===== src/rtl/whack_sfx_if.sv =====
// Event, audio-controller handshake and sample bus for whack_sfx.
// The slave side is the effect generator; the master side is game logic plus Audio_Controller.
interface whack_sfx_if;
    logic        hit_pulse;
    logic        miss_pulse;
    logic        audio_in_available;
    logic        audio_out_allowed;
    logic [31:0] left_channel_audio_in;
    logic [31:0] right_channel_audio_in;
    logic        read_audio_in;
    logic        write_audio_out;
    logic [31:0] left_channel_audio_out;
    logic [31:0] right_channel_audio_out;
    logic [1:0]  hit_miss_sound;
    logic        busy;

    modport master (
        output hit_pulse, miss_pulse, audio_in_available, audio_out_allowed,
        output left_channel_audio_in, right_channel_audio_in,
        input  read_audio_in, write_audio_out,
        input  left_channel_audio_out, right_channel_audio_out,
        input  hit_miss_sound, busy
    );

    modport slave (
        input  hit_pulse, miss_pulse, audio_in_available, audio_out_allowed,
        input  left_channel_audio_in, right_channel_audio_in,
        output read_audio_in, write_audio_out,
        output left_channel_audio_out, right_channel_audio_out,
        output hit_miss_sound, busy
    );
endinterface


===== src/rtl/whack_sfx.sv =====
// Hit/miss square-wave tone generator mixed onto the microphone pass-through stream.
// Triggers (hit over miss) restart the tone; it plays for DURATION cycles then returns to idle.
module whack_sfx #(
    parameter int unsigned HIT_HALF  = 68536,
    parameter int unsigned MISS_HALF = 35768,
    parameter int unsigned DURATION  = 12500000,
    parameter logic [31:0] AMPLITUDE = 32'd10000000
) (
    input logic        CLOCK_50,
    input logic        reset,
    whack_sfx_if.slave bus
);

    localparam int unsigned MaxHalf = (HIT_HALF > MISS_HALF) ? HIT_HALF : MISS_HALF;
    localparam int unsigned DurW    = $clog2(DURATION + 1);
    localparam int unsigned HalfW   = $clog2(MaxHalf + 1);

    // Encoding doubles as the exported tone code.
    typedef enum logic [1:0] {
        StIdle = 2'b00,
        StMiss = 2'b01,
        StHit  = 2'b10
    } state_e;

    state_e            state_q, state_d;
    logic [DurW-1:0]   dur_q, dur_d;
    logic [HalfW-1:0]  half_q, half_d;
    logic              snd_q, snd_d;
    logic [HalfW-1:0]  half_last;
    logic [31:0]       sound;

    always_ff @(posedge CLOCK_50) begin
        if (reset) begin
            state_q <= StIdle;
            dur_q   <= '0;
            half_q  <= '0;
            snd_q   <= 1'b0;
        end else begin
            state_q <= state_d;
            dur_q   <= dur_d;
            half_q  <= half_d;
            snd_q   <= snd_d;
        end
    end

    assign half_last = (state_q == StHit) ? HalfW'(HIT_HALF - 1) : HalfW'(MISS_HALF - 1);

    always_comb begin
        state_d = state_q;
        dur_d   = dur_q;
        half_d  = half_q;
        snd_d   = snd_q;
        if (bus.hit_pulse || bus.miss_pulse) begin
            state_d = bus.hit_pulse ? StHit : StMiss;
            dur_d   = DurW'(DURATION - 1);
            half_d  = '0;
            snd_d   = 1'b1;
        end else if (state_q == StIdle || dur_q == '0) begin
            state_d = StIdle;
            dur_d   = '0;
            half_d  = '0;
            snd_d   = 1'b0;
        end else begin
            dur_d = dur_q - 1'b1;
            if (half_q == half_last) begin
                half_d = '0;
                snd_d  = ~snd_q;
            end else begin
                half_d = half_q + 1'b1;
            end
        end
    end

    always_comb begin
        sound = 32'd0;
        if (state_q != StIdle) begin
            sound = snd_q ? AMPLITUDE : (32'd0 - AMPLITUDE);
        end
    end

    assign bus.left_channel_audio_out  = bus.left_channel_audio_in + sound;
    assign bus.right_channel_audio_out = bus.right_channel_audio_in + sound;
    assign bus.read_audio_in           = bus.audio_in_available & bus.audio_out_allowed;
    assign bus.write_audio_out         = bus.audio_in_available & bus.audio_out_allowed;
    assign bus.hit_miss_sound          = state_q;
    assign bus.busy                    = (state_q != StIdle);

endmodule


===== src/flat_wrapper.sv =====
// flat-port wrapper written by rule: the top's interface ports become plain ports
module whack_sfx_flat 
#(
    parameter int unsigned HIT_HALF  = 68536,
    parameter int unsigned MISS_HALF = 35768,
    parameter int unsigned DURATION  = 12500000,
    parameter logic [31:0] AMPLITUDE = 32'd10000000
)
  (CLOCK_50, reset, bus_hit_pulse, bus_miss_pulse, bus_audio_in_available, bus_audio_out_allowed, bus_left_channel_audio_in, bus_right_channel_audio_in, bus_read_audio_in, bus_write_audio_out, bus_left_channel_audio_out, bus_right_channel_audio_out, bus_hit_miss_sound, bus_busy);
  whack_sfx_if bus_i ();
  input logic CLOCK_50;
  input logic reset;
  input wire logic [$bits(bus_i.hit_pulse)-1:0] bus_hit_pulse;
  input wire logic [$bits(bus_i.miss_pulse)-1:0] bus_miss_pulse;
  input wire logic [$bits(bus_i.audio_in_available)-1:0] bus_audio_in_available;
  input wire logic [$bits(bus_i.audio_out_allowed)-1:0] bus_audio_out_allowed;
  input wire logic [$bits(bus_i.left_channel_audio_in)-1:0] bus_left_channel_audio_in;
  input wire logic [$bits(bus_i.right_channel_audio_in)-1:0] bus_right_channel_audio_in;
  output wire logic [$bits(bus_i.read_audio_in)-1:0] bus_read_audio_in;
  output wire logic [$bits(bus_i.write_audio_out)-1:0] bus_write_audio_out;
  output wire logic [$bits(bus_i.left_channel_audio_out)-1:0] bus_left_channel_audio_out;
  output wire logic [$bits(bus_i.right_channel_audio_out)-1:0] bus_right_channel_audio_out;
  output wire logic [$bits(bus_i.hit_miss_sound)-1:0] bus_hit_miss_sound;
  output wire logic [$bits(bus_i.busy)-1:0] bus_busy;
  assign bus_i.hit_pulse = bus_hit_pulse;
  assign bus_i.miss_pulse = bus_miss_pulse;
  assign bus_i.audio_in_available = bus_audio_in_available;
  assign bus_i.audio_out_allowed = bus_audio_out_allowed;
  assign bus_i.left_channel_audio_in = bus_left_channel_audio_in;
  assign bus_i.right_channel_audio_in = bus_right_channel_audio_in;
  assign bus_read_audio_in = bus_i.read_audio_in;
  assign bus_write_audio_out = bus_i.write_audio_out;
  assign bus_left_channel_audio_out = bus_i.left_channel_audio_out;
  assign bus_right_channel_audio_out = bus_i.right_channel_audio_out;
  assign bus_hit_miss_sound = bus_i.hit_miss_sound;
  assign bus_busy = bus_i.busy;
  whack_sfx #(.HIT_HALF(HIT_HALF), .MISS_HALF(MISS_HALF), .DURATION(DURATION), .AMPLITUDE(AMPLITUDE)) u_core (.CLOCK_50(CLOCK_50), .reset(reset), .bus(bus_i));
endmodule

===== config.mk =====
export PLATFORM = sky130hd
export DESIGN_NAME = whack_sfx_flat
export DESIGN_NICKNAME = d
export VERILOG_FILES = /design/src/rtl/whack_sfx_if.sv /design/src/rtl/whack_sfx.sv /design/src/flat_wrapper.sv
export SDC_FILE = /design/constraint.sdc
export NUM_CORES = 1
export LEC_CHECK = 0
export CORE_MARGIN = 3
export CORE_UTILIZATION = 51
export DETAILED_ROUTE_END_ITERATION = 16
export GPL_ROUTABILITY_DRIVEN = 0
export PLACE_DENSITY = 0.82
export SETUP_SLACK_MARGIN = 0.02
export SYNTH_ARGS = -nofsm -noshare
export SYNTH_HDL_FRONTEND = slang
export SYNTH_SLANG_ARGS = --single-unit

===== constraint.sdc =====
create_clock -name CLOCK_50 -period 4.53 [get_ports CLOCK_50]
set_input_delay 0.453 -clock CLOCK_50 [delete_from_list [all_inputs] [get_ports CLOCK_50]]
set_output_delay 0.453 -clock CLOCK_50 [all_outputs]
set_load 0.02 [all_outputs]

## Yosys cells after proc, flatten, opt, wreduce, memory -nomap -nowiden

Index checks and enable logic that the tools add are counted.

| word-level totals | value |
|---|---|
| memories kept | 0 |
| bits in writable memories | 0 |
| input port bits | 70 |
| bits in registers | 44 |
| latch bits | 0 |
| memory bits (read-only) | 0 |

| cells by class | value |
|---|---|
| multipliers | 0 |
| multiplexer cells | 11 |
| bitwise gates (word level) | 2 |
| add/subtract/negate cells | 4 |
| shift operators | 0 |
| div/mod/pow operators | 0 |
| order comparisons | 0 |
| eq/ne operators | 2 |
| reductions and logical operators | 9 |

Operator list:

| kind | number |
|---|---|
| adder 32 bit | 2 |
| two-way mux 32 bit | 2 |
| two-way mux 24 bit | 2 |
| zero test 24 bit | 1 |
| subtractor 24 x 1 -> 24 bit, second input constant | 1 |
| adder 17 x 1 -> 17 bit, second input constant | 1 |
| equality test 17 bit | 1 |
| two-way mux 17 bit | 1 |
| two-way mux 2 bit | 3 |
| nonzero test 2 bit | 2 |
| OR reduction 4 bit | 1 |
| two-way mux 1 bit | 3 |
| nonzero test 3 bit | 1 |
| OR reduction 3 bit | 1 |
| equality test 2 bit, second input constant | 1 |
| zero test 2 bit | 1 |
| logical OR 1 bit | 2 |
| bitwise AND 1 bit | 1 |
| inverter 1 bit | 1 |

## Longest topological paths before layout

Gate-level depths: netlist (run 1).

| depth | value |
|---|---|
| depth after elaboration | 6 |
| depth in mapped cells | 18 |

## Least setup slack after synthesis (run 1)

OpenSTA, ideal clock, no wires.

| path | value |
|---|---|
| path type | register -> output |
| start | reg u_core.state_q[1], in the netlist u_core.bus.hit_miss_sound[1] |
| end | out bus_right_channel_audio_out[24] |
| data required time | 4.077 ns |
| arrival time | 3.974 ns |
| cell stages (with the launch flop) | 18 |
| setup slack | 0.103 ns |
| path buffers | 6 |
| cells stage by stage | dfxtp_1 -> buf_4 -> nor2_4 -> inv_2 -> buf_2 -> buf_2 -> buf_2 -> buf_2 -> buf_2 -> ha_1 -> a21oi_1 -> o211ai_4 -> a41oi_1 -> a21bo_2 -> o31ai_4 -> and2_4 -> a2111oi_1 -> or4_1 |

| on the way | value |
|---|---|
| word-level cells in the longest chain between the ends | 3 |

RTL lines:

| item | line | source |
|---|---|---|
| from (decl) | whack_sfx.sv:25 | `state_e state_q, state_d;` |
| from (signal assigned) | whack_sfx.sv:34 | `state_q <= StIdle;` |
| from (signal assigned) | whack_sfx.sv:39 | `state_q <= state_d;` |
| nonzero test 2 bit | n/a |  |
| named net bus_busy | flat_wrapper.sv:24 | `output wire logic [$bits(bus_i.busy)-1:0] bus_busy;` |
| two-way mux 32 bit | whack_sfx.sv:76 | `if (state_q != StIdle) begin` |
| adder 32 bit | whack_sfx.sv:82 | `assign bus.right_channel_audio_out = bus.right_channel_audio_in + sound;` |
| to (decl) | flat_wrapper.sv:22 | `output wire logic [$bits(bus_i.right_channel_audio_out)-1:0] bus_right_channel_audio_out;` |

The timed path passes the listed nets, and every way through them passes these cells.

## Worst setup path in the final report (run 1)

| path | value |
|---|---|
| start | in bus_left_channel_audio_in[7] |
| end | out bus_left_channel_audio_out[28] |

| on the way | value |
|---|---|
| word-level cells in the longest chain between the ends | 1 |

RTL lines:

| item | line | source |
|---|---|---|
| from (decl) | flat_wrapper.sv:17 | `input wire logic [$bits(bus_i.left_channel_audio_in)-1:0] bus_left_channel_audio_in;` |
| adder 32 bit | whack_sfx.sv:81 | `assign bus.left_channel_audio_out = bus.left_channel_audio_in + sound;` |
| to (decl) | flat_wrapper.sv:21 | `output wire logic [$bits(bus_i.left_channel_audio_out)-1:0] bus_left_channel_audio_out;` |

No other way between the ends.

==> results by group, run 1 <==
Min path
  – Min-Delay Path Class: reg2reg

GRT
  – Global-route wire length before repair: 25800 um
  – Largest net degree at the start of global routing: 55
  – Initial antenna violation count: 0
  – Vias in the first global route: 5639
  – GRT Total Usage: 25.5%
  – Aggregate global routing overflow: 0

STA
  – Fin crit period: 4.29 ns
  – Fin. max-slew vios: 0
  – Fin crit share: 94.8%
  – Worst Clk Skew: 0.00278 ns
  – Final hold violations: 0
  – Fmax: 0.233 GHz
  – Setup violators final: 0
  – Relative slew slack: 50.1%
  – Least-Margin Pin Slew: 0.739 ns
  – RSZ-0062 raised after global routing: no
  – Setup TNS: 0 ns

Pwr
  – PD cells: 223 nW/um2
  – Leak Pwr: 0.00232 uW
  – Peak supply drop: 0.000186 V

Drt
  – First-pass iteration count of the detailed router: 5
  – WL met1: 6570 um
  – Met3 wire len: 1420 um
  – Highest routed layer: met4
  – Starting DRT DRC Count: 528
  – Avg WL per Cell: 16.0 um
  – Total Wirelength: 15800 um
  – Via density: 6.17
  – Via count: 6079
  – DRT antenna net count: 0
  – DRC viols: 0
  – WL met2: 7520 um

Die
  – Die H: 110 um
  – FP Rows: 37
  – # IOs: 139
  – Die ar.: 12200 um2
  – Initial cell density of the core: 53.0%
  – Core Area: 10500 um2
  – Die Span X: 110 um

Setup path
  – Crit end category: output pin
  – Crit-path cells: clkdlybuf4s50_1, ha_1, a21oi_1, o21ai_0, o221a_2, o31ai_4, o31ai_1, o311ai_0, a2bb2oi_1, xor2_1, clkdlybuf4s50_1
  – CP max stage delay: 0.62 ns
  – Arrival time of the worst setup path: 3.84 ns
  – Most frequent cell on the critical path: clkdlybuf4s50_1
  – Req. time, crit path: 4.08 ns
  – Slowest CP cell: clkdlybuf4s50_1
  – Crit start category: input pin
  – Worst setup path category: in2out
  – Critical path peak fanout: 5

Run status
  – Status: completed

Clocking
  – Max Buffers Root-to-Sink: 2
  – Resize count post-CTS: 0
  – # Post-CTS Setup Buffers: 0
  – Clock slew at reported path FFs: 0.08 ns
  – CTS tree: yes
  – Hold Buf Count CTS: 0
  – CTS root buf: clkbuf_8
  – Clk sink count: 44
  – H-Tree Level Count: 2
  – Num CTS Buffers: 5
  – Clk_lat worst skew: 0.30 ns

Placement
  – Dpl cells: 977
  – I/O Buffers: 110
  – Dpl hpwl: 11700 um

Synth
  – Synthesized area per cell: 6.95 um2
  – Sequential fraction of the synthesis area: 15.9%
  – Yosys warns: 0
  – Distinct cell type count after synthesis: 82
  – Post-synthesis net count: 875
  – Primary FF master, synth: dfxtp_1
  – Syn Inst Count: 798
  – Mapped Area: 5550 um2
  – Synth Register Bits: 44
  – EDFF count, synth: 0
  – FFs w/ async S/R, synth: 0%

Cells and area
  – Share of cells above drive strength 1: 5.89%
  – Antenna diodes: 0
  – Post-Layout Cell Count: 985
  – Final #Nets: 925
  – Area grow syn2layout: 19.9%
  – FILL cells: 928

Job
  – Max_cap viols: 0
[routing by layer]
layer	global-route usage, %	vias up
met5	0	-
met4	7.39	0
met3	3.32	29
met2	43.7	278
met1	33.5	2804
li1	-	2968
[cells in the final DEF, fill, tap and decap left out, types with 7 or more instances in the layout]
master / n
nand3b_1: 7
clkdlybuf4s50_1: 110
dfxtp_1: 44
nor2_1: 73
and2_1: 7
inv_1: 16
buf_4: 19
xnor2_1: 91
nand3_1: 34
or3_1: 7
nand2_1: 81
a22oi_1: 11
xor2_1: 23
o21ai_0: 35
o32ai_1: 7
and3_1: 10
o22ai_1: 19
ha_1: 7
a21oi_1: 63
nor4_1: 11
a31oi_1: 11
nand2b_1: 7
mux2i_1: 7
nor3_1: 17
[state kept, by name (all words and copies together), names as in the netlist]
register                   count
u_core.bus.hit_miss_sound      2
u_core.snd_q                   1
u_core.dur_q                  24
u_core.half_q                 17
[critical path, delay by kind of cell]
family / cells / cell delay [ns]
XOR/XNOR: 1 / 0.17
buffers and inverters: 2 / 1.08
adder cells (fa/ha/maj): 1 / 0.26
AO/OA/AOI/OAI: 7 / 1.86
[logic make-up (layout without fill, tap and decap cells)]
group | after synthesis | after routing | share of synthesized area, %
AND/OR/NAND/NOR | 290 | 290 | 25.6
multiplexers | 7 | 7 | 1.26
buffers and inverters | 103 | 154 | 8.62
AO/OA/AOI/OAI | 233 | 233 | 29.1
XOR/XNOR | 114 | 114 | 18.0
adder cells (fa/ha/maj) | 7 | 7 | 1.58
flip-flops | 44 | 44 | 15.9
[synthesized netlist by cell type (10+ instances only)]
cell / count / area [um2]
clkbuf_1: 45 / 169
a21oi_1: 63 / 315
nor3_1: 17 / 85.1
buf_2: 15 / 75.1
o21ai_0: 35 / 175
nand2_1: 81 / 304
xnor2_1: 91 / 797
nor2_1: 73 / 274
a22oi_1: 11 / 82.6
xor2_1: 23 / 201
and3_1: 10 / 62.6
nor4_1: 11 / 68.8
a31oi_1: 11 / 68.8
dfxtp_1: 44 / 881
buf_4: 17 / 128
inv_1: 16 / 60.1
nand3_1: 34 / 170
o22ai_1: 19 / 119
[power breakdown]
group          total [uW]  internal [uW]  switching [uW]
Combinational         815            366             449
Sequential            411            399            11.4
Clock                 260            124             136
Total                1490            889             596
[per-stage QoR]
step           power [uW]  worst slack, ns  instance area [um2]  hold WS (ns)  utilization (%)
2_1_floorplan         941            0.103                 5550         0.413                -
3_3_place_gp         1210            0.414                 6560         0.420             62.7
3_5_place_dp         1230            0.292                 6560         0.439             62.7
4_1_cts              1490            0.277                 6650         0.454             63.6
5_1_grt              1570           0.0480                 6650         0.477             63.6
6_report             1490            0.238                 6650         0.453             63.6
[path summary, 6_finish.rpt]
path / from / to / slack [ns] / depth (start not counted)
worst max-delay path: bus_left_channel_audio_in[7] / bus_left_channel_audio_out[28] / 0.24 / 11
worst min-delay path: u_core.half_q[0] / u_core.half_q[0] / 0.45 / 1
worst max register to register: u_core.dur_q[18] / u_core.half_q[11] / 1.51 / 7
worst min register to register: u_core.half_q[0] / u_core.half_q[0] / 0.45 / 1
[final cells by class]
| class | count | area (um2) | share of cell area, % |
|---|---|---|---|
| tap | 136 | 170 | 2.56 |
| clock buffer | 7 | 86.3 | 1.30 |
| inverter | 17 | 63.8 | 0.960 |
| multi-input combinational | 651 | 4200 | 63.1 |
| sequential | 44 | 881 | 13.2 |
| timing repair buffer | 129 | 1240 | 18.7 |
| clock inverter | 1 | 7.51 | 0.113 |
Power figures use the tool's default switching activity.
==> run 2, diff against run 1 <==
Settings changed: ABC_AREA set to 1, CORE_UTILIZATION 51 to 52, PLACE_DENSITY 0.82 to 0.85.
==> run 2 against run 1 <==
Net effect: die area increased by 7.8%; final cell count rose by 41%; wire length up 11%; non-clock buffer count fell by 16; global-route usage rose by 0.85 points; combinational power is 6.0% higher; highest routed layer unchanged.
==> results by group, run 2 <==
Pwr
  – PD cells: 224 nW/um2 (was 223 nW/um2)
  – Peak supply drop: 0.000235 V (was 0.000186 V)
  – Leak Pwr: 0.00378 uW (was 0.00232 uW)

Clocking
  – Hold Buf Count CTS: 0 (unchanged)
  – # Post-CTS Setup Buffers: 0 (unchanged)
  – Clock slew at reported path FFs: 0.06 ns (was 0.08 ns)
  – Clk_lat worst skew: 0.28 ns (was 0.30 ns)
  – Num CTS Buffers: 5 (unchanged)
  – H-Tree Level Count: 2 (unchanged)
  – Clk sink count: 44 (unchanged)
  – CTS tree: yes (unchanged)
  – Max Buffers Root-to-Sink: 2 (unchanged)
  – CTS root buf: clkbuf_16 (was clkbuf_8)
  – Resize count post-CTS: 0 (unchanged)

Cells and area
  – Post-Layout Cell Count: 1392 (was 985)
  – Area grow syn2layout: 19.5% (was 19.9%)
  – Most frequent cells in the layout: nand2_1 (438), inv_1 (166), nor2_1 (123) (was clkdlybuf4s50_1 (110), xnor2_1 (91), nand2_1 (81))
  – Biggest register: u_core.dur_q (unchanged)
  – Max FFs per register: 24 (unchanged)
  – Most common cell after layout, fill and taps aside: nand2_1 (was clkdlybuf4s50_1)
  – Share of cells above drive strength 1: 8.39% (was 5.89%)
  – Antenna diodes: 0 (unchanged)
  – Final #Nets: 1328 (was 925)

Min path
  – HP Start: u_core.dur_q[5] (was u_core.half_q[0])
  – Min-Delay Path Class: reg2reg (unchanged)

Drt
  – First-pass iteration count of the detailed router: 5 (unchanged)
  – Via density: 5.21 (was 6.17)
  – Via count: 7247 (was 6079)
  – DRC viols: 0 (unchanged)
  – DRT antenna net count: 0 (unchanged)
  – Starting DRT DRC Count: 554 (was 528)
  – Total Wirelength: 17500 um (was 15800 um)
  – Avg WL per Cell: 12.6 um (was 16.0 um)

STA
  – Least-Margin Pin Slew: 0.695 ns (was 0.739 ns)
  – Setup TNS: 0 ns (unchanged)
  – Setup violators final: 0 (unchanged)
  – Fin crit share: 87.0% (was 94.8%)
  – Relative slew slack: 53.5% (was 50.1%)
  – Fmax: 0.254 GHz (was 0.233 GHz)
  – Fin. max-slew vios: 0 (unchanged)
  – Final hold violations: 0 (unchanged)
  – RSZ-0062 raised after global routing: no (unchanged)
  – Worst Clk Skew: 0.00579 ns (was 0.00278 ns)
  – Fin crit period: 3.94 ns (was 4.29 ns)

Setup path
  – Worst setup path startpoint: u_core.snd_q (was bus_left_channel_audio_in[7])
  – Arrival time of the worst setup path: 3.49 ns (was 3.84 ns)
  – Req. time, crit path: 4.08 ns (about the same)
  – Worst setup path category: reg2out (was in2out)
  – Critical path peak fanout: 37 (was 5)
  – Crit end category: output pin (unchanged)
  – Crit start category: register (was input pin)
  – R2r startpoint: u_core.bus.hit_miss_sound[0] (was u_core.dur_q[18])

Synth
  – Post-synthesis net count: 1243 (was 875)
  – Largest cells by area after synthesis: nand2_1 (27%), dfxtp_1 (14%), inv_1 (10%) (was dfxtp_1 (16%), xnor2_1 (14%), a21oi_1 (5.7%))
  – Syn Inst Count: 1166 (was 798)
  – Synthesized area per cell: 5.25 um2 (was 6.95 um2)
  – Leading area contributor after synthesis: nand2_1 (was dfxtp_1)
  – Yosys warns: 0 (unchanged)
  – Most frequent cell after synthesis: nand2_1 (was xnor2_1)
  – Distinct cell type count after synthesis: 36 (was 82)
  – Post-synth top area share: 26.9% (was 15.9%)
  – Synth Register Bits: 44 (unchanged)
  – FFs w/ async S/R, synth: 0% (unchanged)
  – Sequential fraction of the synthesis area: 14.4% (was 15.9%)
  – EDFF count, synth: 0 (unchanged)
  – Primary FF master, synth: dfxtp_1 (unchanged)
  – Mapped Area: 6120 um2 (was 5550 um2)
  – Synth cell count leaders: nand2_1 (438), inv_1 (166), nor2_1 (123) (was xnor2_1 (91), nand2_1 (81), nor2_1 (73))

Die
  – Die Span X: 115 um (was 110 um)
  – Die ar.: 13100 um2 (was 12200 um2)
  – # IOs: 139 (unchanged)
  – FP Rows: 38 (was 37)
  – Die H: 115 um (was 110 um)
  – Initial cell density of the core: 54.8% (was 53.0%)
  – Core Area: 11200 um2 (was 10500 um2)

Placement
  – Dpl hpwl: 14300 um (was 11700 um)
  – I/O Buffers: 110 (unchanged)
  – Dpl cells: 1384 (was 977)

Run status
  – Status: completed (unchanged)

GRT
  – Vias in the first global route: 6505 (was 5639)
  – Global-route wire length before repair: 28700 um (was 25800 um)
  – GRT Total Usage: 26.4% (was 25.5%)
  – Aggregate global routing overflow: 0 (unchanged)
  – Initial antenna violation count: 0 (unchanged)
  – Largest net degree at the start of global routing: 44 (was 55)

Job
  – Max_cap viols: 0 (unchanged)
[run 2: changes by cell type after synthesis, sizes merged, moves of 18 or more]
cell | before | now
nand2 | 81 | 472
inv | 17 | 190
nor2 | 74 | 154
xnor2 | 91 | 18
clkbuf | 46 | 5
nand3 | 34 | 72
o22ai | 19 | 1
[run 2: final cells by class]
| type | instances | area, um2 |
|---|---|---|
| flip-flops and latches | 44 | 881 |
| multi-input cells | 897 | 4280 |
| fillers | 1111 | 3850 |
| repair buffers | 113 | 1120 |
| clock inverters | 1 | 7.51 |
| clock buffers | 7 | 143 |
| well taps | 140 | 175 |
| inverters | 190 | 713 |
[run 2: layer usage]
| layer | vias to the layer above | track usage (%) | part of all wire [%] | routed length [um] |
|---|---|---|---|---|
| met2 | 305 | 44.8 | 45 | 7940 |
| li1 | 3757 | - | - | - |
| met3 | 55 | 2.85 | 7.3 | 1270 |
| met4 | 0 | 11.2 | 3.8 | 658 |
| met5 | - | 0 | 0 | 0 |
| met1 | 3130 | 33.7 | 44 | 7630 |
[run 2: metrics by stage]
| step | worst slack, ns | total power [uW] | area (um2) | util (%) | hold slack [ns] |
|---|---|---|---|---|---|
| 2_1_floorplan | 1.86 | 987 | 6120 | - | 0.430 |
| 3_3_place_gp | 0.989 | 1270 | 7170 | 64.2 | 0.443 |
| 3_5_place_dp | 0.946 | 1280 | 7170 | 64.2 | 0.459 |
| 4_1_cts | 0.631 | 1650 | 7320 | 65.5 | 0.468 |
| 5_1_grt | 0.328 | 1750 | 7320 | 65.5 | 0.489 |
| 6_report | 0.590 | 1640 | 7320 | 65.5 | 0.464 |
[run 2: cells by family after synthesis]
family | share of synthesized area, %
xor+xnor | 5.72
buf+inv | 15.8
fa+ha+maj | 1.43
simple gates | 52.9
compound gates | 9.77
flops | 14.4
[run 2: final timing paths]
kind                                                         to  slack (ns)  cells past startpoint
worst max register to register                u_core.half_q[12]        2.05                      6
worst min register to register                  u_core.dur_q[5]        0.46                      2
worst max-delay path            bus_right_channel_audio_out[22]        0.59                     13
worst min-delay path                            u_core.dur_q[5]        0.46                      2
[run 2: critical path, stage by stage, from the launching register on]
cell             delay [ns]
dfxtp_1                0.63
inv_2                  0.19
o21ai_4                0.23
buf_4                  0.44
nand2_1                0.16
nand2_4                0.12
nand2_2                0.09
nor2_2                 0.15
nand2_1                0.11
inv_1                  0.06
nand2_1                0.05
nand2_1                0.10
xor2_1                 0.23
clkdlybuf4s50_1        0.64
[run 2: power breakdown]
part	switching [uW]	internal, uW
clock	144	219
combinational	522	341
sequential	14.0	400
